**config.mk**
```make
export PLATFORM = sky130hd
export DESIGN_NAME = wdb_entry_allocator
export DESIGN_NICKNAME = d
export VERILOG_FILES = /design/src/rtl/wdb_entry_allocator.sv
export SDC_FILE = /design/constraint.sdc
export NUM_CORES = 1
export LEC_CHECK = 0
export ABC_AREA = 1
export ABC_CLOCK_PERIOD_IN_PS = 8050
export CAP_MARGIN = 20
export CORE_ASPECT_RATIO = 0.8
export CORE_MARGIN = 2
export CORE_UTILIZATION = 40
export DETAILED_ROUTE_END_ITERATION = 10
export MAX_ROUTING_LAYER = met4
export PLACE_DENSITY_LB_ADDON = 0.1
export SETUP_SLACK_MARGIN = 0.2
export SLEW_MARGIN = 0
export SYNTH_ARGS = -nofsm -noshare
export SYNTH_HDL_FRONTEND = slang
export SYNTH_SLANG_ARGS = --single-unit
```
**constraint.sdc**
```tcl
create_clock -name clk -period 8.05 [get_ports clk]
set_input_delay 2.415 -clock clk [delete_from_list [all_inputs] [get_ports clk]]
set_output_delay 2.415 -clock clk [all_outputs]
set_load 0.05 [all_outputs]
```
**src/rtl/wdb_entry_allocator.sv**
```systemverilog
// wdb_entry_allocator: WDB entry pool with one pre-allocated entry slot per write-request xbar channel
//
// Ports:
//   clk           clock
//   rst_n         asynchronous active-low reset
//   alloc_vld     per-channel: slot holds a valid pre-allocated entry
//   alloc_idx     per-channel: entry index held by the slot
//   alloc_rdy     per-channel: xbar consumes the slot's entry this cycle
//   rel_vld       per-port: entry returned to the pool (always accepted)
//   rel_idx       per-port: index of the returned entry
//   free_cnt      number of free entries in the pool (slot-held entries excluded)
//   err_dbl_free  sticky double-free flag
//
// Optional feature: define WDB_ALLOC_CHECK_EN to enable double-free detection
// and the index/uniqueness assertions; otherwise err_dbl_free is tied to 0.
module wdb_entry_allocator #(
    parameter int DB_ENTRY_NUM       = 32,
    parameter int DB_ENTRY_IDX_WIDTH = $clog2(DB_ENTRY_NUM),
    parameter int CH_NUM             = 4,
    parameter int REL_NUM            = 2
) (
    input  logic                                         clk,
    input  logic                                         rst_n,
    output logic [CH_NUM-1:0]                            alloc_vld,
    output logic [CH_NUM-1:0][DB_ENTRY_IDX_WIDTH-1:0]    alloc_idx,
    input  logic [CH_NUM-1:0]                            alloc_rdy,
    input  logic [REL_NUM-1:0]                           rel_vld,
    input  logic [REL_NUM-1:0][DB_ENTRY_IDX_WIDTH-1:0]   rel_idx,
    output logic [DB_ENTRY_IDX_WIDTH:0]                  free_cnt,
    output logic                                         err_dbl_free
);
    localparam int W  = DB_ENTRY_IDX_WIDTH;
    localparam int PW = $clog2(CH_NUM);

    logic [DB_ENTRY_NUM-1:0] free_map, free_nxt, rel_mask, refill_oh;
    logic [CH_NUM-1:0]       elig;
    logic [PW-1:0]           rr_ptr, win;
    logic [W-1:0]            low_idx;
    logic [W:0]              cnt_nxt;
    logic                    refill;

    always_comb begin
        elig = ~alloc_vld | (alloc_vld & alloc_rdy);
        // descending scans so the lowest free bit / nearest rr channel wins
        low_idx = '0;
        for (int i = DB_ENTRY_NUM - 1; i >= 0; i--)
            if (free_map[i]) low_idx = W'(i);
        win = rr_ptr;
        for (int k = CH_NUM - 1; k >= 0; k--)
            if (elig[PW'(rr_ptr + PW'(k))]) win = PW'(rr_ptr + PW'(k));
        // refill only draws from the registered bitmap, so releases become usable next cycle
        refill    = |elig && |free_map;
        refill_oh = refill ? (DB_ENTRY_NUM'(1) << low_idx) : '0;
        rel_mask  = '0;
        for (int p = 0; p < REL_NUM; p++)
            if (rel_vld[p]) rel_mask[rel_idx[p]] = 1'b1;
        free_nxt = (free_map & ~refill_oh) | rel_mask;
        // counting the next bitmap dedups releases and ignores already-free bits
        cnt_nxt = '0;
        for (int i = 0; i < DB_ENTRY_NUM; i++)
            cnt_nxt = cnt_nxt + (W+1)'(free_nxt[i]);
    end

    always_ff @(posedge clk or negedge rst_n) begin
        if (!rst_n) begin
            free_map  <= '1;
            free_cnt  <= (W+1)'(DB_ENTRY_NUM);
            alloc_vld <= '0;
            alloc_idx <= '0;
            rr_ptr    <= '0;
        end else begin
            free_map <= free_nxt;
            free_cnt <= cnt_nxt;
            for (int i = 0; i < CH_NUM; i++) begin
                if (refill && win == PW'(i)) begin
                    alloc_vld[i] <= 1'b1;
                    alloc_idx[i] <= low_idx;
                end else if (alloc_rdy[i]) begin
                    alloc_vld[i] <= 1'b0;
                end
            end
            if (refill) rr_ptr <= win + 1'b1;
        end
    end

`ifdef WDB_ALLOC_CHECK_EN
    logic dbl;

    always_comb begin
        dbl = 1'b0;
        for (int p = 0; p < REL_NUM; p++) begin
            if (rel_vld[p] && free_map[rel_idx[p]]) dbl = 1'b1;
            for (int q = 0; q < p; q++)
                if (rel_vld[p] && rel_vld[q] && rel_idx[p] == rel_idx[q]) dbl = 1'b1;
        end
    end

    always_ff @(posedge clk or negedge rst_n) begin
        if (!rst_n) err_dbl_free <= 1'b0;
        else if (dbl) err_dbl_free <= 1'b1;
    end

    for (genvar g = 0; g < REL_NUM; g++) begin : g_rel_chk
        assert property (@(posedge clk) disable iff (!rst_n)
            rel_vld[g] |-> ({1'b0, rel_idx[g]} < (W+1)'(DB_ENTRY_NUM)));
    end

    for (genvar g = 0; g < CH_NUM; g++) begin : g_slot_a
        for (genvar h = g + 1; h < CH_NUM; h++) begin : g_slot_b
            assert property (@(posedge clk) disable iff (!rst_n)
                (alloc_vld[g] && alloc_vld[h]) |-> (alloc_idx[g] != alloc_idx[h]));
        end
    end
`else
    assign err_dbl_free = 1'b0;
`endif

endmodule

```
# Word-level counts from Yosys, hierarchy flattened
# Index checks and enable logic that the tools add are counted.
[totals] ff_bits=64 inputBits=18 word_cells=138
[classes] addsub=35 order_cmp=8 eq_ne=3 shifts=1 mux=59 n_bitwise=7 reduce_logical=14
[ops] op="$mux W5" count=32
[ops] op="$add A6 B1 Y6" count=26
[ops] op="$mux W32" count=3
[ops] op="$or A32 B32 Y32" count=2
[ops] op="$and A32 B32 Y32" count=1
[ops] op="$not A32 Y32" count=1
[ops] op="$reduce_or A32 Y1" count=1
[ops] op="$shl A1 B5 Y32 const A" count=1
[ops] op="$mux W1" count=14
[ops] op="$lt A2 B3 Y1 const B" count=4
[ops] op="$lt A5 B6 Y1 const B" count=2
[ops] op="$demux W1 S5" count=2
[ops] op="$ge A5 B1 Y1 const B" count=2
[ops] op="$bmux W1 S2" count=4
[ops] op="$mux W2" count=4
[ops] op="$reduce_bool A2 Y1" count=4
[ops] op="$logic_and A1 B1 Y1" count=7
[ops] op="$add A5 B1 Y6" count=1
[ops] op="$add A4 B1 Y5" count=1
[ops] op="$add A2 B1 Y2 const B" count=2
[ops] op="$add A2 B2 Y2 const B" count=2
[ops] op="$add A3 B1 Y4" count=1
[ops] op="$and A4 B4 Y4" count=1
[ops] op="$eq A2 B2 Y1 const B" count=2
[ops] op="other kinds (7)" count=7

# Longest topological paths before layout
[depth] ltp_word=68 mapped_depth=54 depth_no_buf=54

# Least setup slack after synthesis
# Ideal clock, no wire load.
[synth_timing] kind="input port to flip-flop" startpoint="in alloc_rdy[1]" endpoint="reg free_cnt[4]" setup_time_ns=0.080 t_arrival_ns=7.777 required_ns=7.970 slack_ns=0.193 cell_stages=26 path_buffers=1 path_cell_list="nor2_1 inv_1 nor4_1 nor2_1 inv_1 nor2_1 clkbuf_1 nand4_1 nand2_1 nand2_1 fa_1 inv_1 fa_1 inv_1 fa_1 inv_1 fa_1 fa_1 fa_1 inv_1 ha_1 fa_1 a21oi_1 nor2_1 nor2_1 xnor2_1"
[synth_lines] element="start: declaration" line_no="26" text="input logic [CH_NUM-1:0] alloc_rdy,"
[synth_lines] element="$and A4 B4 Y4" line_no="43" text="elig = ~alloc_vld | (alloc_vld & alloc_rdy);"
[synth_lines] element="$or A4 B4 Y4" line_no="43"
[synth_lines] element="$reduce_or A4 Y1" line_no="52" text="refill = |elig && |free_map;"
[synth_lines] element="$logic_and A1 B1 Y1" line_no="52"
[synth_lines] element="$mux W32" line_no="53" text="refill_oh = refill ? (DB_ENTRY_NUM'(1) << low_idx) : '0;"
[synth_lines] element="$not A32 Y32" line_no="57" text="free_nxt = (free_map & ~refill_oh) | rel_mask;"
[synth_lines] element="$and A32 B32 Y32" line_no="57"
[synth_lines] element="$or A32 B32 Y32" line_no="57"
[synth_lines] element="named net free_nxt[23]" line_no="35" text="logic [DB_ENTRY_NUM-1:0] free_map, free_nxt, rel_mask, refill_oh;"
[synth_lines] element="$add A6 B1 Y6 (9 in a row)" line_no="61" text="cnt_nxt = cnt_nxt + (W+1)'(free_nxt[i]);"
[synth_lines] element="named net cnt_nxt[4]" line_no="39" text="logic [W:0] cnt_nxt;"
[synth_lines] element="end signal: assignment" line_no="67" text="free_cnt <= (W+1)'(DB_ENTRY_NUM);"
[synth_lines] element="end signal: assignment" line_no="73" text="free_cnt <= cnt_nxt;"
[synth_lines] element="end: declaration" line_no="29" text="output logic [DB_ENTRY_IDX_WIDTH:0] free_cnt,"
# The timed path passes the listed nets, and every way through them passes these cells.
# A chain may end at the register's enable or synchronous reset.

# Final worst setup path
[layout_timing] startpoint="in alloc_rdy[2]" endpoint="reg free_cnt[4]"
[layout_via] elab_chain_len=39
[layout_lines] element="$and A4 B4 Y4 (*)" line_no="43"
[layout_lines] element="$or A4 B4 Y4 (*)" line_no="43"
[layout_lines] element="$reduce_or A4 Y1 (*)" line_no="52"
[layout_lines] element="$logic_and A1 B1 Y1 (*)" line_no="52"
[layout_lines] element="$mux W32 (*)" line_no="53"
[layout_lines] element="$not A32 Y32 (*)" line_no="57"
[layout_lines] element="$and A32 B32 Y32 (*)" line_no="57"
[layout_lines] element="$or A32 B32 Y32 (*)" line_no="57"
[layout_lines] element="$add A1 B1 Y2" line_no="61"
[layout_lines] element="$add A2 B1 Y3" line_no="61"
[layout_lines] element="$add A3 B1 Y4" line_no="61"
[layout_lines] element="$add A4 B1 Y5" line_no="61"
[layout_lines] element="$add A5 B1 Y6" line_no="61"
[layout_lines] element="$add A6 B1 Y6 (25 in a row)" line_no="61"
[layout_lines] element="$add A6 B1 Y6 (*)" line_no="61"
[layout_lines] element="named net cnt_nxt[4]" line_no="39"
# The timed path passes the listed nets; every way through them passes the cells marked *.

==> impl_metrics.toml <==
[drt]
route.detailed.drc = 0
routedWlPerCell_um = 15.7
routed_via_density = 4.96
dr_total_vias = 4267
drt_wl_total_um = 13500
detail_route.iter0.violations = 271
dr.pass1.iters = 5
postRouteAntennaNets = 0

[worst_setup_path]
path_cells = "clkdlybuf4s50_1 > nor2_1 > inv_1 > nor4_4 > nor2_2 > inv_1 > nor2_4 > nand4_2 > a21oi_2 > fa_1 > fa_1 > inv_1 > fa_1 > inv_1 > fa_1 > fa_1 > fa_1 > inv_1 > ha_1 > fa_2 > a21oi_1 > nor2_1 > nor2_1 > xnor2_1"
start_kind = "input port"
cpLargestDelayFamily = "adder cells"
path_buf_inv = 6
arrival_ns = 7.96
path_class = "input port to flop"
max_stage_delay_ns = 0.53
ff2ff_setup_slack_ns = 0.95
end_kind = "flop"
cpMaxStageDelayCell = "fa_1"
path_max_fanout = 8
crit_top_cell = "fa_1"
cp.required_ns = 8.31

[grt]
grt_pass1_wl_um = 22400
grt.overflow.total = 0
use_met3_pct = 4.37
first_global_vias = 4259
antenna_found_initial = 0
grtUsageMet1_pct = 36.0
grtUsageTotal_pct = 23.9
globalRouteMet2Util_pct = 33.2
grt_max_degree = 65
busiest_layer = "met1"

[min_path]
hp-class = "flop to flop"

[die]
dieHeight_um = 100
start_util_pct = 40.6
dieArea_um2 = 12500
coreArea_um2 = 11400
die_x_um = 124
rows = 35
io_pins = 49

[synth]
syn_area_um2 = 4640
ys_warn_count = 0
yosysTopAreaCellShare_pct = 18.7
yosysSeqAreaShare_pct = 35.4
synth_cells = 609
synth_area_leaders = "dfstp_2 19%, dfrtp_1 17%, inv_1 12%, nand2_1 11%, fa_1 10%"
synth_nets = 662
synth_cell_types = 37
ys_seq_elements = 64
synth_top_area_cell = "dfstp_2"
synth_area_per_cell_um2 = 7.62

[timing]
relSlewSlack_pct = 44.5
finalMaxSlewViolations = 0
skew_ns = 0.00712
rsz0062_at_grt = "yes"
finalSetupViolCount = 0
period_needed_ns = 7.70
finalHoldViolations = 0
layout_worst_path_cycle_share_pct = 95.7
worstMarginPinSlew_ns = 0.833
max_freq_ghz = 0.130

[placed_design]
place_congestion = 0.989
io_buffer_count = 47
post-place-cells = 843
dpl.hpwl_um = 10900

[cells_and_area]
area_growth_syn_to_layout_pct = 28.3
nFillCells = 1119
final_cell_mix = "147 x inv_1, 135 x nand2_1, 49 x buf_4, 46 x clkdlybuf4s50_1, 37 x nor2_1"
layout.nets = 760
fin_cells = 860
final_common_cell = "inv_1"
drive_above_1_share_pct = 18.7
diodes = 0

[cts]
clkSinkCount = 64
clkLatencyLatePin_ns = 0.33
cts-root-buf = "clkbuf_16"
cts_hold_buf = 0
clk_pin_slew_ns = 0.06
cts_buffer_depth = 2
htreeDepth = 3
tritoncts = "built"
cts_buffers = 9

[run_status]
status = "finished, final reports clean"

[run]
drv_cap = 0
flip-flops by register name (all words and copies together), names as in the netlist:
name	flops
free_map	32
rr_ptr	2
free_cnt	6
alloc_vld	4
alloc_idx	20
cells in the mapped netlist:
cell and n:
inv_1 150, nand2_1 138, nor2_1 40, o21ai_0 35
dfstp_2 33, dfrtp_1 31, nor3_1 27, fa_1 24
o22ai_1 19, a21oi_1 18, nand4_1 16, ha_1 11
nand3_1 11, a22oi_1 8, nand4_2 8, clkbuf_1 6
a21oi_2 4, xor2_1 4, clkinv_1 3, a31oi_1 2
buf_2 2, nor2_8 2, nor4_1 2, o31ai_1 2
a221oi_1 1, a311oi_1 1, buf_4 1, conb_1 1
inv_2 1, nand2_2 1, nand2_4 1, nand2_8 1
nor2_2 1, o21a_1 1, o21bai_1 1, o21bai_4 1
xnor2_1 1
per-stage QoR:
stage	hold WS [ns]	TNS, ns	util, %	instance area [um^2]	setup WS [ns]
2_1_floorplan	0.458	0	-	4640	0.291
3_3_place_gp	0.465	-0.571	49.1	5610	-0.237
3_5_place_dp	0.474	-0.902	49.1	5610	-0.324
4_1_cts	0.483	0	51.7	5910	0.236
5_1_grt	0.500	0	52.1	5950	0.125
6_report	0.483	0	52.1	5950	0.349
metal layers:
layer | up-vias | routed length, um
met2 | 114 | 5640
met1 | 2029 | 6970
met3 | 16 | 706
li1 | 2108 | -
met4 | 0 | 174
met5 | - | 0
area by class of cell:
| type | count | area [um^2] | area share (%) |
|---|---|---|---|
| sequential | 64 | 1640 | 27.6 |
| multi-input combinational | 382 | 2440 | 41.0 |
| timing repair buffer | 96 | 833 | 14.0 |
| tap | 148 | 185 | 3.11 |
| clock inverter | 7 | 47.5 | 0.799 |
| inverter | 154 | 578 | 9.71 |
| clock buffer | 9 | 225 | 3.78 |
final timing paths:
path | endpoint | startpoint | depth (start not counted)
worst max-delay path | free_cnt[4]$_DFF_PN0_ | alloc_rdy[2] | 24
worst max register to register | free_cnt[4]$_DFF_PN0_ | free_map[28]$_DFF_PN1_ | 33
worst min register to register | free_map[15]$_DFF_PN1_ | free_map[15]$_DFF_PN1_ | 2
min in group asynchronous | free_cnt[4]$_DFF_PN0_ | rst_n | 2
worst min-delay path | free_map[15]$_DFF_PN1_ | free_map[15]$_DFF_PN1_ | 2
max in group asynchronous | rr_ptr[1]$_DFFE_PN0P_ | rst_n | 2
cells by family after synthesis:
logic type	Yosys count	synth area share [%]
adders and majority gates	35	13.3
DFF	64	35.4
xor gates and xnor gates	5	0.944
and+or+nand+nor	248	24.9
buffers and inverters	163	13.3
AOI/OAI and AO/OA	93	12.0
other	1	0.0808
worst min-delay path: cells and delay by family (launching register included):
| family | cells | cell delay, ns |
|---|---|---|
| flops | 1 | 0.38 |
| simple gates | 2 | 0.10 |
repair_timing:
item	CTS	global route
setup endpoints to repair	3	4
resized for setup	6	11
setup buffers	0	1
pin swaps	0	7
Power is left out: the tool's default activity adds up to more than one toggle a clock period on the data nets, which glitch-free logic cannot reach.
